File: src/rtl/word_lane_arbiter_if.sv
// word_lane_arbiter_if
//  Bundle between NUM_LANES byte requesters, the lane arbiter and the packer.
//  master : requester/packer side (drives req_valid/req_data, sees the rest)
//  slave  : arbiter side
//   req_valid  per-lane byte valid          req_data  per-lane byte (lane i = [i])
//   req_ready  per-lane accept (comb)       grant     registered one-hot grant
//   data_out/valid_out/sel_out/word_start/word_end/pad_out : byte stream to packer
interface word_lane_arbiter_if #(
   parameter int NUM_LANES = 4,
   parameter int LANE_W    = 2
);
   logic [NUM_LANES-1:0]      req_valid;
   logic [NUM_LANES-1:0][7:0] req_data;
   logic [NUM_LANES-1:0]      req_ready;
   logic [NUM_LANES-1:0]      grant;
   logic [7:0]                data_out;
   logic                      valid_out;
   logic [LANE_W-1:0]         sel_out;
   logic                      word_start;
   logic                      word_end;
   logic                      pad_out;

   modport master (
      output req_valid, req_data,
      input  req_ready, grant, data_out, valid_out, sel_out, word_start, word_end, pad_out
   );

   modport slave (
      input  req_valid, req_data,
      output req_ready, grant, data_out, valid_out, sel_out, word_start, word_end, pad_out
   );
endinterface

File: src/rtl/word_lane_arbiter.sv
// word_lane_arbiter
//  Round-robin arbiter sharing one byte->word packer between NUM_LANES byte lanes.
//  A lane keeps the grant for a whole word so words never mix lanes; a word
//  abandoned mid-way (MAX_GAP idle cycles) is completed with 0x00 pad bytes.
//  Ports:
//   clk_4f  byte-rate clock
//   reset   asynchronous, active-high
//   bus     word_lane_arbiter_if.slave (requests in, byte stream + grant out)
module word_lane_arbiter #(
   parameter int NUM_LANES      = 4,
   parameter int LANE_W         = 2,
   parameter int BYTES_PER_WORD = 4,
   parameter int MAX_GAP        = 8
) (
   input logic                clk_4f,
   input logic                reset,
   word_lane_arbiter_if.slave bus
);
   localparam int CNT_W = $clog2(BYTES_PER_WORD);
   localparam int STL_W = $clog2(MAX_GAP);
   localparam logic [CNT_W-1:0] LAST_BYTE = CNT_W'(BYTES_PER_WORD - 1);
   localparam logic [STL_W-1:0] STALL_MAX = STL_W'(MAX_GAP - 1);

   typedef enum logic [1:0] {IDLE, BUSY, PAD} state_t;

   state_t               state_q, state_nxt;
   logic [NUM_LANES-1:0] grant_q, grant_nxt;
   logic [LANE_W-1:0]    gidx_q, gidx_nxt;     // index of granted lane
   logic [LANE_W-1:0]    last_q, last_nxt;     // lane that finished the previous word
   logic [CNT_W-1:0]     bcnt_q, bcnt_nxt;
   logic [STL_W-1:0]     scnt_q, scnt_nxt;
   logic [7:0]           data_q, data_nxt;
   logic                 valid_q, valid_nxt;
   logic [LANE_W-1:0]    sel_q, sel_nxt;
   logic                 ws_q, ws_nxt;
   logic                 we_q, we_nxt;
   logic                 pad_q, pad_nxt;

   logic [LANE_W-1:0]    win;
   logic                 accept;

   assign bus.req_ready  = (state_q == BUSY) ? grant_q : '0;
   assign accept         = |(bus.req_valid & bus.req_ready);

   assign bus.grant      = grant_q;
   assign bus.data_out   = data_q;
   assign bus.valid_out  = valid_q;
   assign bus.sel_out    = sel_q;
   assign bus.word_start = ws_q;
   assign bus.word_end   = we_q;
   assign bus.pad_out    = pad_q;

   // Walk offsets from farthest to nearest so the nearest requester after
   // last_q is the one left in win.
   always_comb begin
      win = '0;
      for (int i = NUM_LANES; i >= 1; i--) begin
         if (bus.req_valid[(int'(last_q) + i) % NUM_LANES])
            win = LANE_W'((int'(last_q) + i) % NUM_LANES);
      end
   end

   always_comb begin
      state_nxt = state_q;
      grant_nxt = grant_q;
      gidx_nxt  = gidx_q;
      last_nxt  = last_q;
      bcnt_nxt  = bcnt_q;
      scnt_nxt  = scnt_q;
      data_nxt  = 8'h00;
      valid_nxt = 1'b0;
      sel_nxt   = '0;
      ws_nxt    = 1'b0;
      we_nxt    = 1'b0;
      pad_nxt   = 1'b0;
      case (state_q)
         IDLE: begin
            if (|bus.req_valid) begin
               grant_nxt = NUM_LANES'(1) << win;
               gidx_nxt  = win;
               bcnt_nxt  = '0;
               scnt_nxt  = '0;
               state_nxt = BUSY;
            end
         end
         BUSY: begin
            if (accept) begin
               data_nxt  = bus.req_data[gidx_q];
               valid_nxt = 1'b1;
               sel_nxt   = gidx_q;
               ws_nxt    = (bcnt_q == '0);
               we_nxt    = (bcnt_q == LAST_BYTE);
               scnt_nxt  = '0;
               if (bcnt_q == LAST_BYTE) begin
                  bcnt_nxt  = '0;
                  last_nxt  = gidx_q;
                  grant_nxt = '0;
                  state_nxt = IDLE;
               end else begin
                  bcnt_nxt = bcnt_q + CNT_W'(1);
               end
            end else if (scnt_q == STALL_MAX) begin
               // Timed out: an untouched word is simply released, a partial
               // one is finished with pad bytes to keep the packer aligned.
               if (bcnt_q == '0) begin
                  grant_nxt = '0;
                  last_nxt  = gidx_q;
                  state_nxt = IDLE;
               end else begin
                  state_nxt = PAD;
               end
            end else begin
               scnt_nxt = scnt_q + STL_W'(1);
            end
         end
         PAD: begin
            valid_nxt = 1'b1;
            pad_nxt   = 1'b1;
            sel_nxt   = gidx_q;
            we_nxt    = (bcnt_q == LAST_BYTE);
            if (bcnt_q == LAST_BYTE) begin
               bcnt_nxt  = '0;
               last_nxt  = gidx_q;
               grant_nxt = '0;
               state_nxt = IDLE;
            end else begin
               bcnt_nxt = bcnt_q + CNT_W'(1);
            end
         end
         default: state_nxt = IDLE;
      endcase
   end

   always_ff @(posedge clk_4f or posedge reset) begin
      if (reset) begin
         state_q <= IDLE;
         grant_q <= '0;
         gidx_q  <= '0;
         last_q  <= LANE_W'(NUM_LANES - 1);  // lane 0 first after reset
         bcnt_q  <= '0;
         scnt_q  <= '0;
         data_q  <= 8'h00;
         valid_q <= 1'b0;
         sel_q   <= '0;
         ws_q    <= 1'b0;
         we_q    <= 1'b0;
         pad_q   <= 1'b0;
      end else begin
         state_q <= state_nxt;
         grant_q <= grant_nxt;
         gidx_q  <= gidx_nxt;
         last_q  <= last_nxt;
         bcnt_q  <= bcnt_nxt;
         scnt_q  <= scnt_nxt;
         data_q  <= data_nxt;
         valid_q <= valid_nxt;
         sel_q   <= sel_nxt;
         ws_q    <= ws_nxt;
         we_q    <= we_nxt;
         pad_q   <= pad_nxt;
      end
   end
endmodule
File: src/flat_wrapper.sv
// flat-port wrapper written by rule: the top's interface ports become plain ports
module word_lane_arbiter_flat 
#(
   parameter int NUM_LANES      = 4,
   parameter int LANE_W         = 2,
   parameter int BYTES_PER_WORD = 4,
   parameter int MAX_GAP        = 8
)
  (clk_4f, reset, bus_req_valid, bus_req_data, bus_req_ready, bus_grant, bus_data_out, bus_valid_out, bus_sel_out, bus_word_start, bus_word_end, bus_pad_out);
  word_lane_arbiter_if #(.NUM_LANES(NUM_LANES), .LANE_W(LANE_W)) bus_i ();
  input logic clk_4f;
  input logic reset;
  input wire logic [$bits(bus_i.req_valid)-1:0] bus_req_valid;
  input wire logic [$bits(bus_i.req_data)-1:0] bus_req_data;
  output wire logic [$bits(bus_i.req_ready)-1:0] bus_req_ready;
  output wire logic [$bits(bus_i.grant)-1:0] bus_grant;
  output wire logic [$bits(bus_i.data_out)-1:0] bus_data_out;
  output wire logic [$bits(bus_i.valid_out)-1:0] bus_valid_out;
  output wire logic [$bits(bus_i.sel_out)-1:0] bus_sel_out;
  output wire logic [$bits(bus_i.word_start)-1:0] bus_word_start;
  output wire logic [$bits(bus_i.word_end)-1:0] bus_word_end;
  output wire logic [$bits(bus_i.pad_out)-1:0] bus_pad_out;
  assign bus_i.req_valid = bus_req_valid;
  assign bus_i.req_data = bus_req_data;
  assign bus_req_ready = bus_i.req_ready;
  assign bus_grant = bus_i.grant;
  assign bus_data_out = bus_i.data_out;
  assign bus_valid_out = bus_i.valid_out;
  assign bus_sel_out = bus_i.sel_out;
  assign bus_word_start = bus_i.word_start;
  assign bus_word_end = bus_i.word_end;
  assign bus_pad_out = bus_i.pad_out;
  word_lane_arbiter #(.NUM_LANES(NUM_LANES), .LANE_W(LANE_W), .BYTES_PER_WORD(BYTES_PER_WORD), .MAX_GAP(MAX_GAP)) u_core (.clk_4f(clk_4f), .reset(reset), .bus(bus_i));
endmodule
File: config.mk
export PLATFORM = sky130hd
export DESIGN_NAME = word_lane_arbiter_flat
export DESIGN_NICKNAME = d
export VERILOG_FILES = /design/src/rtl/word_lane_arbiter_if.sv /design/src/rtl/word_lane_arbiter.sv /design/src/flat_wrapper.sv
export SDC_FILE = /design/constraint.sdc
export NUM_CORES = 1
export LEC_CHECK = 0
export BUFFER_PORTS_ARGS = -buffer_cell sky130_fd_sc_hd__buf_2
export CAP_MARGIN = 20
export CORE_ASPECT_RATIO = 0.8
export CORE_MARGIN = 2
export CORE_UTILIZATION = 40
export DETAILED_ROUTE_END_ITERATION = 7
export MAX_ROUTING_LAYER = met4
export PLACE_DENSITY = 0.67
export SETUP_SLACK_MARGIN = 0.05
export SLEW_MARGIN = 20
export SYNTH_ARGS = -nofsm -noshare
export SYNTH_HDL_FRONTEND = slang
export SYNTH_SLANG_ARGS = --single-unit
File: constraint.sdc
create_clock -name clk_4f -period 1.75 [get_ports clk_4f]
set_input_delay 0.35 -clock clk_4f [delete_from_list [all_inputs] [get_ports clk_4f]]
set_output_delay 0.35 -clock clk_4f [all_outputs]
set_load 0.01 [all_outputs]
==> results of run 1 <==
timing repair:
action	4_1_cts	5_1_grt
hold endpoints to repair	0	0
hold buffers	0	0
setup endpoints to repair	14	15
resized for setup	11	11
pin swaps	3	3
cloned	0	0
setup buffers	3	4
final cells by class:
type,count,share of cell area
well taps,55,0.0308
clock inverters,2,0.00448
clock buffers,6,0.0325
multi-input cells,90,0.387
inverters,12,0.0202
repair buffers,78,0.198
flip-flops and latches,29,0.327
worst paths after layout:
path,from,endpoint,slack (ns)
hold reg to reg,u_core.scnt_q[1],u_core.scnt_q[1],0.51
hold / removal,reset,u_core.bcnt_q[0],0.13
setup / recovery,u_core.bus.grant[2],u_core.last_q[1],-0.001
max in group asynchronous,reset,u_core.last_q[0],1.30
min in group clk_4f,bus_req_valid[2],u_core.bus.grant[1],0.49
setup reg to reg,u_core.bus.grant[2],u_core.last_q[1],-0.001
cells in the mapped netlist:
cell / number
mux2i_1: 1
mux4_2: 8
nor3b_1: 1
nor4_2: 1
a21oi_1: 6
o311ai_1: 1
o21ai_0: 9
buf_2: 2
and2_4: 1
clkbuf_1: 1
nand3_1: 4
o21a_1: 2
a32o_1: 4
o221ai_1: 1
inv_1: 12
a21oi_2: 1
nor2_1: 5
dfrtp_1: 27
a22oi_2: 2
dfstp_2: 2
nand2_1: 5
a31oi_1: 1
mux2_2: 3
o311ai_0: 1
nand2b_1: 3
and2b_1: 1
o2bb2ai_1: 2
and2_1: 15
a22o_1: 3
a221oi_2: 1
ha_1: 8
metrics by stage:
step / TNS, ns / hold WS [ns]
3_5_place_dp: -0.236 / 0.440
2_1_floorplan: 0 / 0.427
6_report: -0.00123 / 0.129
3_3_place_gp: -0.160 / 0.435
5_1_grt: -0.116 / 0.158
4_1_cts: 0 / 0.142
kinds of logic after synthesis:
kind of cell | Yosys count | share of synthesized area
AOI/OAI and AO/OA | 34 | 0.162
adders and majority gates | 8 | 0.0636
DFF | 29 | 0.463
buffers and inverters | 15 | 0.0374
and+or+nand+nor | 36 | 0.131
muxes | 12 | 0.142
power groups by stage:
stage	Combinational [W]	Clock (W)	Sequential, W
2_1_floorplan	0.000995	0	0.00108
3_3_place_gp	0.00140	0	0.00113
3_5_place_dp	0.00145	0	0.00115
4_1_cts	0.00158	0.000537	0.00113
5_1_grt	0.00189	0.000581	0.00118
6_report	0.00172	0.000525	0.00113
worst max-delay path, delay by kind of cell, from the launching register on:
kind / cells / cell delay (ns)
DFF: 1 / 0.42
muxes: 1 / 0.34
and+or+nand+nor: 1 / 0.21
AOI/OAI and AO/OA: 3 / 0.71
registers in the layout (all words and copies together), names as in the netlist:
register and flops:
u_core.bus.word_end 1, u_core.bus.grant 4, u_core.bus.data_out 8, u_core.scnt_q 3, u_core.bcnt_q 2, u_core.gidx_q 2
u_core.last_q 2, u_core.bus.pad_out 1, u_core.bus.valid_out 1, u_core.state_q 2, u_core.bus.word_start 1, u_core.bus.sel_out 2
routing by layer:
metal	vias up	track usage
met5	-	-
met4	0	0.0805
met3	6	0.0675
li1	652	-
met1	684	0.240
met2	53	0.321
cell usage in the layout (no fill, tap or decap), drive strengths merged, types with 4 or more instances in the layout:
cell type and count:
a21oi 7, a32o 4, and2 16, buf 78, clkbuf 6, dfrtp 27
ha 8, inv 12, mux4 8, nand2 5, nand3 4, nor2 5
o21ai 9
==> flow_metrics.tcl, run 1 <==
set metrics [dict create \
    fin_cells 272 \
    ys_warn_count 0 \
    timing.final.crit_share 1.00 \
    clk_transition_reported_paths_ns 0.06 \
    die_h_um 60.1 \
    wl_met3_um 266 \
    ir_worst_vdd_v 0.000702 \
    grt_start_max_net_pins 30 \
    post_dp_cell_area_um2 2010 \
    synth_top_area_cell "dfrtp_1" \
    finish.utilization 0.591 \
    outcome "complete, but fails checks" \
    rows 20 \
    avgRoutedWirePerCell_um 14.3 \
    maxCapViolations 0 \
    worst_pin_slew_ns 0.542 \
    dr.pass1.iters 4 \
    synthTopCellsByArea "dfrtp_1, mux4_2, ha_1" \
    cp_data_arrival_time_ns 1.96 \
    crit_type "flop to flop" \
    grt_pass1_vias 1422 \
    multi_input_area_um2 865 \
    max_stage_delay_ns 0.42 \
    stdcell_area_um2 2230 \
    ys_seq_area_frac 0.463 \
    post-place-cells 257 \
    grt-ovfl-total 0 \
    slew_headroom 0.639 \
    synthCells 134 \
    finClkSkew_ns 0.00431 \
    seqPwrFrac 0.336 \
    synth.distinct_cells 31 \
    dieArea_um2 4450 \
    ys_seq_elements 29 \
    report.final.slew_viol_count 0 \
    violations "negative setup slack" \
    nNetsFinal 262 \
    p_total_w 0.00338 \
    gp_congestion 0.909 \
    power_density_nw_per_um2 1510 \
    rsz0062_at_grt "yes" \
    dr.max_layer_used "met4" \
    drive_gt1_frac 0.539 \
    cts.sinks 29 \
    power_leakage_nw 1.12 \
    power.switching_w 0.00126 \
    drt_wl_total_mm 3.89 \
    cts_root_buf "clkbuf_8" \
    min_path_type "input pin to async pin" \
    power_frac_clock 0.155 \
    required_ns 1.95 \
    initial_core_util 0.416 \
    grt_pass1_wl_mm 6.38 \
    wl_met1_mm 1.77 \
    wl_met2_mm 1.79 \
    synth_top_area_frac 0.430 \
    diodes 0 \
    regArea_um2 729 \
    cts_buffers 5 \
    htreeDepth 2 \
    internal_power_w 0.00212 \
    endpoint_kind "flop" \
    syn-cell-area_um2 1570 \
    period_needed_ns 1.75 \
    cts_buffer_depth 2 \
    critPathLaunchType "flop" \
    final.setup.worst_slack_ns -0.00123 \
    io_pins 60 \
    cts_tree "yes" \
    drc 0 \
    port_buffers 59 \
    swShare 0.372 \
    cp_slowest_cell "dfrtp_1" \
    fmax_mhz 571 \
    coreArea_um2 3780 \
    power_frac_comb 0.509 \
    die_w_um 74.1 \
    via_per_inst 5.13 \
    r2r_cells 5 \
    fill_cells 321 \
    track_usage 0.203 \
    setup_viol 1 \
    area_delta_synth_final_pct 41.9 \
    dpl_worst_slack_ns -0.117 \
    hpwl_mm 2.93 \
    initialDrtViolationCount 53 \
    vias 1395 \
    critPathMaxFanout 4 \
    insertion_delay_ns 0.28 \
    crit_chain "a22oi_2 > and2_4 > a21oi_2 > a221oi_4 > mux2_4" \
    syn_nets 180 \
    antenna_left 0 \
    final_hold_viol_count 0 \
    syn_avg_cell_area_um2 11.7 \
    antenna_found_initial 0 \
]
Power figures use the tool's default switching activity.
==> inputs of run 2 (changes only) <==
--- a/config.mk
+++ b/config.mk
@@ -7,12 +7,14 @@
 export LEC_CHECK = 0
 export BUFFER_PORTS_ARGS = -buffer_cell sky130_fd_sc_hd__buf_2
 export CAP_MARGIN = 20
+export CELL_PAD_IN_SITES_DETAIL_PLACEMENT = 2
+export CELL_PAD_IN_SITES_GLOBAL_PLACEMENT = 2
 export CORE_ASPECT_RATIO = 0.8
 export CORE_MARGIN = 2
-export CORE_UTILIZATION = 40
+export CORE_UTILIZATION = 32
 export DETAILED_ROUTE_END_ITERATION = 7
 export MAX_ROUTING_LAYER = met4
-export PLACE_DENSITY = 0.67
+export PLACE_DENSITY_LB_ADDON = 0.1
 export SETUP_SLACK_MARGIN = 0.05
 export SLEW_MARGIN = 20
 export SYNTH_ARGS = -nofsm -noshare
==> constraint.sdc (replaced) <==
create_clock -name clk_4f -period 2.22 [get_ports clk_4f]
set_input_delay 0.444 -clock clk_4f [delete_from_list [all_inputs] [get_ports clk_4f]]
set_output_delay 0.444 -clock clk_4f [all_outputs]
set_load 0.01 [all_outputs]
==> run 2 against run 1 <==
  * The flow now finishes without violations
  * Flip-flop and latch count is the same
  * Core utilization decreased by 15 points
  * Register-to-register slack improved by 0.24 ns
  * Highest routed layer unchanged
==> flow_metrics.tcl, run 2 (synthesis results as in run 1) <==
set metrics [dict create \
    outcome "finished, final reports clean" \
    hpwl_mm 3.78 \
    maxCapViolations 0 \
    setup_viol 0 \
    rows 22 \
    power_leakage_nw 1.04 \
    dr.pass1.iters 4 \
    fill_cells 511 \
    power_density_nw_per_um2 1190 \
    diodes 0 \
    clk_transition_reported_paths_ns 0.06 \
    reg2reg_slack_ns 0.24 \
    setup_tns_ns 0 \
    min_path_type "input pin to async pin" \
    final_hold_viol_count 0 \
    critPathLaunchType "flop" \
    cts_buffers 5 \
    finClkSkew_ns 0.00498 \
    avgRoutedWirePerCell_um 17.7 \
    cts_root_buf "clkbuf_8" \
    track_usage 0.198 \
    cts.sinks 29 \
    coreArea_um2 4650 \
    fmax_mhz 506 \
    grt_start_max_net_pins 18 \
    cts_resized 0 \
    r2r-end "u_core.state_q[0]" \
    antenna_left 0 \
    grt_pass1_vias 1562 \
    endpoint_kind "flop" \
    postCtsSetupBuffers 0 \
    initial_core_util 0.338 \
    crit_start "u_core.state_q[1]" \
    mostFrequentLayoutCells "buf_2, dfrtp_1, and2_1" \
    dieArea_um2 5500 \
    insertion_delay_ns 0.28 \
    cp_data_arrival_time_ns 2.19 \
    worst_pin_slew_ns 0.711 \
    drive_gt1_frac 0.441 \
    post_dp_cell_area_um2 1960 \
    critPathMaxFanout 10 \
    crit_type "flop to flop" \
    final_common_cell "buf_2" \
    nNetsFinal 247 \
    initialDrtViolationCount 44 \
    htreeDepth 2 \
    drc 0 \
    period_needed_ns 1.98 \
    area_delta_synth_final_pct 29.8 \
    required_ns 2.43 \
    report.final.slew_viol_count 0 \
    r2r_cells 8 \
    cp-endpoint "u_core.state_q[0]" \
    timing.rr.start "u_core.state_q[1]" \
    die_w_um 82.4 \
    cts_buffer_depth 2 \
    grt_pass1_wl_mm 7.59 \
    antenna_found_initial 0 \
    rsz0062_at_grt "no" \
    hold_buffers 0 \
    timing.final.crit_share 0.890 \
    vias 1368 \
    die_h_um 66.7 \
    io_pins 60 \
    port_buffers 59 \
    stdcell_area_um2 2040 \
    grt-ovfl-total 0 \
    largest_reg_flops 8 \
    via_per_inst 5.22 \
    cts_tree "yes" \
    ir_worst_vdd_v 0.000398 \
    drt_wl_total_mm 4.64 \
    gp_congestion 0.879 \
    slew_headroom 0.520 \
]
## run 2: cell types whose count changed in the layout (fill, tap and decap cells not counted), sizes merged
cell  before  now
buf       78   63
## run 2: how the worst min path moves through the flow
stage	endpoint	slack, ns	cells past startpoint
5_1_grt	u_core.bus.grant[3]	0.30	2
3_5_place_dp	u_core.scnt_q[2]	0.49	1
3_3_place_gp	u_core.scnt_q[1]	0.48	1
4_1_cts	u_core.gidx_q[1]	0.28	2
6_report	u_core.gidx_q[0]	0.25	2
2_1_floorplan	u_core.scnt_q[1]	0.47	1
## run 2: report_power, final
group	leakage (nW)	total, W	internal (W)	switching, W
Combinational	0.614	0.00111	0.000547	0.000567
Clock	0.0450	0.000414	0.000216	0.000197
Sequential	0.383	0.000899	0.000707	0.000192
Total	1.04	0.00243	0.00147	0.000956
## run 2: cell type report
type | instances | area, um^2 | share of cell area
clock buffer | 6 | 72.6 | 0.0355
clock inverter | 2 | 10.0 | 0.00490
inverter | 12 | 45.0 | 0.0221
multi-input combinational | 90 | 786 | 0.385
sequential | 29 | 728 | 0.357
tap | 60 | 75.1 | 0.0368
timing repair buffer | 63 | 325 | 0.159
## run 2: metrics by stage
step	util	total power [W]	std cells	setup slack (ns)	hold WS [ns]
6_report	0.439	0.00243	262	0.243	0.250
5_1_grt	0.439	0.00263	262	0.0844	0.303
4_1_cts	0.439	0.00247	262	0.237	0.277
3_5_place_dp	0.421	0.00203	254	0.201	0.489
3_3_place_gp	0.421	0.00195	254	0.313	0.480
2_1_floorplan	-	0.00163	134	0.599	0.470
## run 2: critical path, cell delays in order (launching register included)
cell and delay, ns:
dfrtp_1 0.41, inv_1 0.10, ha_1 0.34, inv_1 0.10
a21oi_1 0.17, buf_4 0.20, nor2_1 0.05, o311ai_1 0.34
a32o_1 0.19
## run 2: layer usage
| metal | track usage | part of all wire |
|---|---|---|
| met1 | 0.218 | 0.42 |
| met2 | 0.341 | 0.50 |
| met3 | 0.0596 | 0.064 |
| met4 | 0.0646 | 0.016 |
| met5 | - | 0 |
==> inputs of run 3 (changes only) <==
--- a/config.mk
+++ b/config.mk
@@ -14,7 +14,7 @@
 export CORE_UTILIZATION = 32
 export DETAILED_ROUTE_END_ITERATION = 7
 export MAX_ROUTING_LAYER = met4
-export PLACE_DENSITY_LB_ADDON = 0.1
+export PLACE_DENSITY = 0.83
 export SETUP_SLACK_MARGIN = 0.05
 export SLEW_MARGIN = 20
 export SYNTH_ARGS = -nofsm -noshare
==> run 3 against run 2 <==
  * Final area up 1.5%
  * Fmax grew 2.3%
  * Final cell count is 0.38% lower
  * Register-to-register slack better by 0.04 ns
  * Die area unchanged
  * Routed wire length up 9.7%
  * Global-route usage rose by 2.0 points
  * Clock skew rose by 0.0045 ns
  * Power is 7.7% higher
  * Setup slack improved by 0.044 ns
  * Largest power group unchanged
==> flow_metrics.tcl, run 3 (synthesis results as in run 1) <==
set metrics [dict create \
    timing.final.crit_share 0.871 \
    fill_cells 511 \
    drt_wl_total_mm 5.09 \
    stdcell_area_um2 2070 \
    grt_pass1_wl_mm 8.53 \
    area_delta_synth_final_pct 31.8 \
    report.final.slew_viol_count 0 \
    post_dp_cell_area_um2 1950 \
    grt_pass1_vias 1625 \
    cts_root_buf "clkbuf_8" \
    io_pins 60 \
    final_hold_viol_count 0 \
    largest_reg_flops 8 \
    reg2reg_slack_ns 0.29 \
    cp_data_arrival_time_ns 2.15 \
    ir_worst_vdd_v 0.000514 \
    dpl_worst_slack_ns 0.0944 \
    hpwl_mm 4.10 \
    power_density_nw_per_um2 1260 \
    period_needed_ns 1.93 \
    grt-ovfl-total 0 \
    maxCapViolations 0 \
    slew_headroom 0.549 \
    vias 1342 \
    endpoint_kind "flop" \
    initialDrtViolationCount 43 \
    critPathLaunchType "flop" \
    final.setup.worst_slack_ns 0.287 \
    finClkSkew_ns 0.00948 \
    final_common_cell "buf_2" \
    outcome "finished, final reports clean" \
    critPathMaxFanout 7 \
    nNetsFinal 246 \
    rows 22 \
    required_ns 2.44 \
    power_leakage_nw 1.05 \
    r2r-end "u_core.bus.grant[0]" \
    cts_tree "yes" \
    setup_viol 0 \
    p_total_w 0.00261 \
    rsz0062_at_grt "no" \
    crit_type "flop to flop" \
    htreeDepth 2 \
    port_buffers 59 \
    worst_pin_slew_ns 0.666 \
    min_path_type "input pin to async pin" \
    mostFrequentLayoutCells "buf_2, dfrtp_1, and2_1" \
    antenna_found_initial 0 \
    r2r_cells 6 \
    antenna_left 0 \
    setup_tns_ns 0 \
    cts_buffer_depth 2 \
    cp_slowest_cell "dfrtp_1" \
    track_usage 0.218 \
    dr.pass1.iters 4 \
    die_h_um 66.7 \
    insertion_delay_ns 0.28 \
    grt_start_max_net_pins 30 \
    coreArea_um2 4650 \
    drive_gt1_frac 0.453 \
    avgRoutedWirePerCell_um 19.5 \
    drc 0 \
    dieArea_um2 5500 \
    cts.sinks 29 \
    via_per_inst 5.14 \
    max_stage_delay_ns 0.41 \
    crit_chain "inv_1 > ha_1 > a21oi_1 > o21a_1 > nor3b_1 > a22o_1" \
    clk_transition_reported_paths_ns 0.07 \
    timing.rr.start "u_core.state_q[1]" \
    gp_congestion 0.796 \
    diodes 0 \
    initial_core_util 0.338 \
    fmax_mhz 517 \
    postCtsSetupBuffers 0 \
    die_w_um 82.4 \
    cts_buffers 5 \
]
-- run 3: stage by stage --
step / instances / util / hold slack (ns)
global placement: 253 / 0.420 / 0.480
detailed placement: 253 / 0.420 / 0.498
global route: 261 / 0.446 / 0.263
finish: 261 / 0.446 / 0.237
CTS: 261 / 0.444 / 0.245
floorplan: 134 / - / 0.470
-- run 3: area by class of cell --
type	instances	area [um^2]	share of cell area
Clock buffer	5	68.8	0.0332
Timing Repair Buffer	62	318	0.153
Sequential cell	29	728	0.351
Inverter	12	45.0	0.0217
Tap cell	60	75.1	0.0362
Multi-Input combinational cell	90	792	0.382
Clock inverter	3	46.3	0.0223
-- run 3: how the worst max path moves through the flow --
| stage | from | endpoint | slack (ns) |
|---|---|---|---|
| detailed placement | u_core.state_q[1] | u_core.bus.grant[0] | 0.09 |
| CTS | u_core.state_q[1] | u_core.bcnt_q[1] | 0.12 |
| global placement | bus_req_valid[1] | u_core.bus.grant[2] | 0.28 |
| finish | u_core.state_q[1] | u_core.bus.grant[0] | 0.29 |
| global route | u_core.state_q[1] | u_core.bus.grant[0] | 0.13 |
| floorplan | u_core.scnt_q[0] | u_core.last_q[0] | 0.60 |
-- run 3: worst max-delay path: cells and delay by family (launching register included) --
family	cells	cell delay (ns)
and+or+nand+nor	1	0.34
AOI/OAI and AO/OA	3	0.75
buffers and inverters	1	0.09
DFF	1	0.41
adders and majority gates	1	0.28
-- run 3: per-layer routing --
metal,part of all wire,vias to the layer above,GRT usage,wire length [um]
met5,0,-,-,0
met4,0.012,0,0.0583,63
met3,0.041,9,0.0542,211
met2,0.52,37,0.364,2630
met1,0.43,679,0.263,2180
li1,-,617,-,-
-- run 3: what timing repair did --
action,in CTS,in global routing
hold buffers,0,0
endpoints found under the setup margin,3,6
resized for setup,1,3
pin swaps,0,0
-- run 3: report_power, final --
part	switching, W	total (W)	internal [W]
Combinational	0.000597	0.00115	0.000556
Clock	0.000220	0.000555	0.000336
Sequential	0.000199	0.000905	0.000707
